`config.mk`:
```
export PLATFORM = sky130hd
export DESIGN_NAME = dip_serial_source
export DESIGN_NICKNAME = d
export VERILOG_FILES = /design/src/rtl/dip_serial_source.sv
export SDC_FILE = /design/constraint.sdc
export NUM_CORES = 1
export LEC_CHECK = 0
export CORE_ASPECT_RATIO = 0.5
export CORE_UTILIZATION = 40
export DETAILED_ROUTE_END_ITERATION = 16
export PLACE_DENSITY_LB_ADDON = 0.3
export SYNTH_ARGS = -nofsm -noshare
export SYNTH_HDL_FRONTEND = slang
export SYNTH_SLANG_ARGS = --single-unit
```
`constraint.sdc`:
```
create_clock -name i_CLK -period 5.65 [get_ports i_CLK]
set_clock_uncertainty 0.1 [all_clocks]
set_input_delay 1.4125 -clock i_CLK [delete_from_list [all_inputs] [get_ports i_CLK]]
set_output_delay 1.4125 -clock i_CLK [all_outputs]
set_load 0.02 [all_outputs]
```
`src/rtl/dip_serial_source.sv`:
```
// dip_serial_source
//
// Serialises a 21-bit word built from a DIP switch bank and a push-switch
// bank. The word is sent MSB first, and each bit is held for DIV clock
// cycles. A load request comes from an asynchronous latch strobe, which is
// synchronised and edge-detected inside this block.
//
// Optional feature (macro DIP_SERIAL_PARITY_EN):
//   When the macro is defined, one even-parity bit over the 21 data bits is
//   appended after W[0], which makes the frame 22 bits long. When it is not
//   defined, the frame is 21 bits and there is no parity logic.
//
// Parameters:
//   DIV       cycles each serial bit is held (1..255)
//   IDLE_LVL  level driven on o_DIPData while no frame is in progress
//
// Ports:
//   i_CLK        clock, all state updates on the rising edge
//   i_RESET_n    asynchronous active-low reset
//   i_DIP16      DIP switch value, sampled at load
//   i_Switch5    push-switch value, sampled at load
//   i_DIPLatch   load request, asynchronous to i_CLK
//   o_DIPData    serial frame data
//   o_Busy       high while a frame is shifting
//   o_FrameDone  one-cycle pulse after the last bit of a frame
//   o_BitCnt     index of the bit currently on o_DIPData, 0 when idle

module dip_serial_source #(
  parameter int unsigned DIV      = 1,
  parameter logic        IDLE_LVL = 1'b1
) (
  input  logic        i_CLK,
  input  logic        i_RESET_n,
  input  logic [15:0] i_DIP16,
  input  logic [4:0]  i_Switch5,
  input  logic        i_DIPLatch,
  output logic        o_DIPData,
  output logic        o_Busy,
  output logic        o_FrameDone,
  output logic [4:0]  o_BitCnt
);

`ifdef DIP_SERIAL_PARITY_EN
  localparam int FRAME_LEN = 22;
`else
  localparam int FRAME_LEN = 21;
`endif

  localparam logic [4:0] LAST_BIT = 5'(FRAME_LEN - 1);
  localparam logic [7:0] PRE_MAX  = 8'(DIV - 1);

  typedef enum logic {
    IDLE,
    SHIFT
  } state_t;

  state_t state, state_next;

  logic                 latch_s1, latch_s2, latch_d;
  logic                 sync_v1, sync_v2;
  logic                 armed;
  logic                 load;
  logic [FRAME_LEN-1:0] frame_word;
  logic [FRAME_LEN-1:0] shreg;
  logic [4:0]           bit_cnt;
  logic [7:0]           pre_cnt;
  logic                 bit_end;
  logic                 frame_end;
  logic                 frame_done;

  // Two-flop synchroniser followed by a rising-edge detector. sync_v1/v2
  // mark when latch_s2 holds a real sample rather than its reset value.
  // armed is set only after the synchronised strobe has been seen low.
  // Because of this, a strobe that is already high when reset releases
  // does not produce a load until it has dropped and risen again.
  always_ff @(posedge i_CLK or negedge i_RESET_n) begin
    if (!i_RESET_n) begin
      latch_s1 <= 1'b0;
      latch_s2 <= 1'b0;
      latch_d  <= 1'b0;
      sync_v1  <= 1'b0;
      sync_v2  <= 1'b0;
      armed    <= 1'b0;
    end else begin
      latch_s1 <= i_DIPLatch;
      latch_s2 <= latch_s1;
      latch_d  <= latch_s2;
      sync_v1  <= 1'b1;
      sync_v2  <= sync_v1;
      if (sync_v2 && !latch_s2) begin
        armed <= 1'b1;
      end
    end
  end

  assign load = armed & latch_s2 & ~latch_d;

`ifdef DIP_SERIAL_PARITY_EN
  assign frame_word = {i_Switch5, i_DIP16, ^{i_Switch5, i_DIP16}};
`else
  assign frame_word = {i_Switch5, i_DIP16};
`endif

  assign bit_end   = (pre_cnt == PRE_MAX);
  assign frame_end = (state == SHIFT) && bit_end && (bit_cnt == LAST_BIT);

  always_ff @(posedge i_CLK or negedge i_RESET_n) begin
    if (!i_RESET_n) begin
      state <= IDLE;
    end else begin
      state <= state_next;
    end
  end

  // A load always wins. It starts a frame from idle, and it restarts a frame
  // that is already shifting, including the frame's final cycle.
  always_comb begin
    state_next  = state;
    o_Busy      = 1'b0;
    o_DIPData   = IDLE_LVL;
    case (state)
      IDLE: begin
        if (load) begin
          state_next = SHIFT;
        end
      end
      SHIFT: begin
        o_Busy    = 1'b1;
        o_DIPData = shreg[FRAME_LEN-1];
        if (load) begin
          state_next = SHIFT;
        end else if (frame_end) begin
          state_next = IDLE;
        end
      end
      default: begin
        state_next = IDLE;
      end
    endcase
  end

  // Shift datapath. The prescale counter restarts on every load. The pulse
  // follows frame_end, so an aborted frame never reports completion. A
  // restart that lands on the final cycle still reports it.
  always_ff @(posedge i_CLK or negedge i_RESET_n) begin
    if (!i_RESET_n) begin
      shreg      <= '0;
      bit_cnt    <= 5'd0;
      pre_cnt    <= 8'd0;
      frame_done <= 1'b0;
    end else begin
      frame_done <= frame_end;
      if (load) begin
        shreg   <= frame_word;
        bit_cnt <= 5'd0;
        pre_cnt <= 8'd0;
      end else if (state == SHIFT) begin
        if (bit_end) begin
          pre_cnt <= 8'd0;
          if (bit_cnt == LAST_BIT) begin
            bit_cnt <= 5'd0;
          end else begin
            bit_cnt <= bit_cnt + 5'd1;
            shreg   <= {shreg[FRAME_LEN-2:0], 1'b0};
          end
        end else begin
          pre_cnt <= pre_cnt + 8'd1;
        end
      end
    end
  end

  assign o_FrameDone = frame_done;
  assign o_BitCnt    = bit_cnt;

endmodule

```
==> reports/qor.txt <==
Startpoint Class: flip-flop
Max stage delay on crit path: 600 ps
HP Class: flip-flop to flip-flop
clk sinks: 42
die area: 5380 µm²
# diodes: 0
setup bufs post-CTS: 0
Synth Instances: 206
syn_nets: 234
Slew @ Worst Pin: 1060 ps
Post-Syn Area per Cell: 9.85 µm²
pwr/cell area: 314 nW/µm²
1st-iter DRT viols: 29
Hold Path Cell Cnt: 0
Multi-input gate area: 916 µm²
min Tclk post-route: 2990 ps
clock root buffer: clkbuf_8
initial antenna violation count: 0
TritonCTS buffer count: 5
CTS resizes: 0
Clock transition at path regs: 80 ps
Final Hold Viols: 0
maximum level of the CTS H-tree: 2
final WL: 3.86 mm
Critical Path AT: 1480 ps
crit path kind: flip-flop to primary output
worst path cell trace: nand2b_1 -> clkdlybuf4s50_1
Final Slew Violations: 0
Core Area: 4640 µm²
yosys warns: 0
FF+latch count, synth: 42
max_slew headroom: 29.1%
FFs w/ async S/R, synth: 100%
LEAKAGE: 1.17 nW
dpl hpwl: 2.65 mm
Placer Congestion: 0.807
largest net degree at the start of global routing: 43
most frequent cells in the layout: nand2_1, dfrtp_1, clkdlybuf4s50_1
Max-Cap Viols: 0
# DRC: 0
router iterations before antenna repair: 4
status: finished clean
CP Depth: 2
crit path to: o_DIPData
Seq/Total Area, Yosys: 51.8%
CTS tree: done
WL/cell: 12.6 µm
# fillers: 441
grt ovf: 0
Die Y: 52.4 µm
Max rail drop VDD: 0.000116 V
WP buf/inv: 1
number of vias in the routed layout: 1499
I/O pins: 32
Yosys cell types: 38
Met3 Wirelength: 127 µm
CP required: 4140 ps
first-pass GRT wire length: 6.82 mm
Sequential Area: 1050 µm²
Final nets: 267
worst r2r src: pre_cnt[0]
Post-synth top flop: dfrtp_1
Critical R2R Capture: shreg[13]
RSZ-0062 raised after global routing: false
Final setup viols: 0
commonest non-fill, non-tap cell in the layout: nand2_1
path depth of the worst reg2reg path: 6
Worst Setup End Kind: primary output
I/O Buffers: 31
total global-route track usage: 17.1%
met1 WL: 1.89 mm
Cell Rows: 17
crit path max fanout: 8
Fin Setup TNS: 0 ps
layout cells sized above 1: 13.8%
synthesis-to-finish area growth: 23.4%
CTS Buffer Depth: 2
final worst slack: 2660 ps
initial core utilization: 43.7%
reg2reg setup slack: 3050 ps
Crit path max-delay family: buffers and inverters
vias in the first global route: 1486
crit path max-delay cell type: clkdlybuf4s50_1
Chip Width: 103 µm
Final period util: 52.9%
via/cell ratio: 4.90
pre-CTS setup slack: 2980 ps
Synth Cell Area: 2030 µm²
hold_buf cts: 0
Critical Path Start: state
Fmax achieved: 334 MHz
uppermost routed layer: met4
Routed Antenna Nets: 0
Post-synth EDFFs: 0
worst-skew pair later-pin latency: 290 ps
met2 wire length: 1.82 mm
==> layer usage <==
metal | track usage (%) | vias up
met5 | 0 | -
met4 | 5.48 | 0
met3 | 4.93 | 4
met2 | 27.4 | 15
met1 | 22.3 | 727
li1 | - | 753
==> final cells by class <==
cell class	count	area share, %
clock buffer	7	3.05
clock inverter	1	1.20
inverter	7	1.05
multi-input combinational	150	36.6
sequential	42	42.0
tap	66	3.30
timing repair buffer	33	12.8
==> worst min path at each step <==
stage,endpoint,slack (ps),startpoint
after floorplan,latch_s2,230,latch_s1
after global placement,sync_v2,230,sync_v1
after detailed placement,latch_s2,250,latch_s1
after CTS,latch_s2,260,latch_s1
after global routing,latch_s2,280,latch_s1
final,latch_s2,250,latch_s1
==> sequential cells by signal, indices dropped and copies added, names as in the netlist <==
| register | cells |
|---|---|
| o_BitCnt | 5 |
| latch_s2 | 1 |
| shreg | 21 |
| state | 1 |
| latch_s1 | 1 |
| sync_v2 | 1 |
| sync_v1 | 1 |
| pre_cnt | 8 |
| latch_d | 1 |
| o_FrameDone | 1 |
| armed | 1 |
==> worst register-to-register path: cells and delay by family (launching register included) <==
family	cells	cell delay [ps]
AO/OA/AOI/OAI	1	840
flip-flops	1	450
adder cells (fa/ha/maj)	1	150
AND/OR/NAND/NOR	2	410
buffers and inverters	1	90
multiplexers	1	440
==> stage by stage <==
step           hold slack, ps  cells  utilization, %  power (W)  cell area [µm²]
3_5_place_dp              246    298            51.7   0.000559             2400
4_1_cts                   261    306            54.0   0.000794             2500
3_3_place_gp              235    298            51.7   0.000552             2400
5_1_grt                   275    306            54.0   0.000831             2500
2_1_floorplan             231    206               -   0.000486             2030
6_report                  254    306            54.0   0.000785             2500
==> synth_stat cells, drive strengths merged, types with 2 or more instances <==
cell     n  share of area [%]
inv      7                1.3
nor2     9                1.7
nand2   69                 13
clkbuf   2               0.37
buf      5                1.4
a31oi    3               0.93
nand4b   2               0.86
mux2    20                 11
nand4    3               0.93
a21oi    5                1.2
dfrtp   42                 52
ha       4                2.5
and3     2               0.62
nand3    3               0.74
xor2     3                1.3
a22o     2               0.86
o21ai    9                2.4
==> power by group <==
part           switching (W)  total (W)  internal, W  leakage, nW
Sequential         0.0000328   0.000378     0.000345        0.532
Clock               0.000101   0.000233     0.000132       0.0524
Combinational      0.0000814   0.000174    0.0000928        0.587
==> kinds of logic after synthesis <==
group | synth area share (%)
simple gates | 23.0
buf+inv | 3.02
mux | 11.6
flops | 51.8
other cells | 0.185
fa+ha+maj | 2.47
compound gates | 6.17
xor+xnor | 1.73
Power figures use the tool's default switching activity.
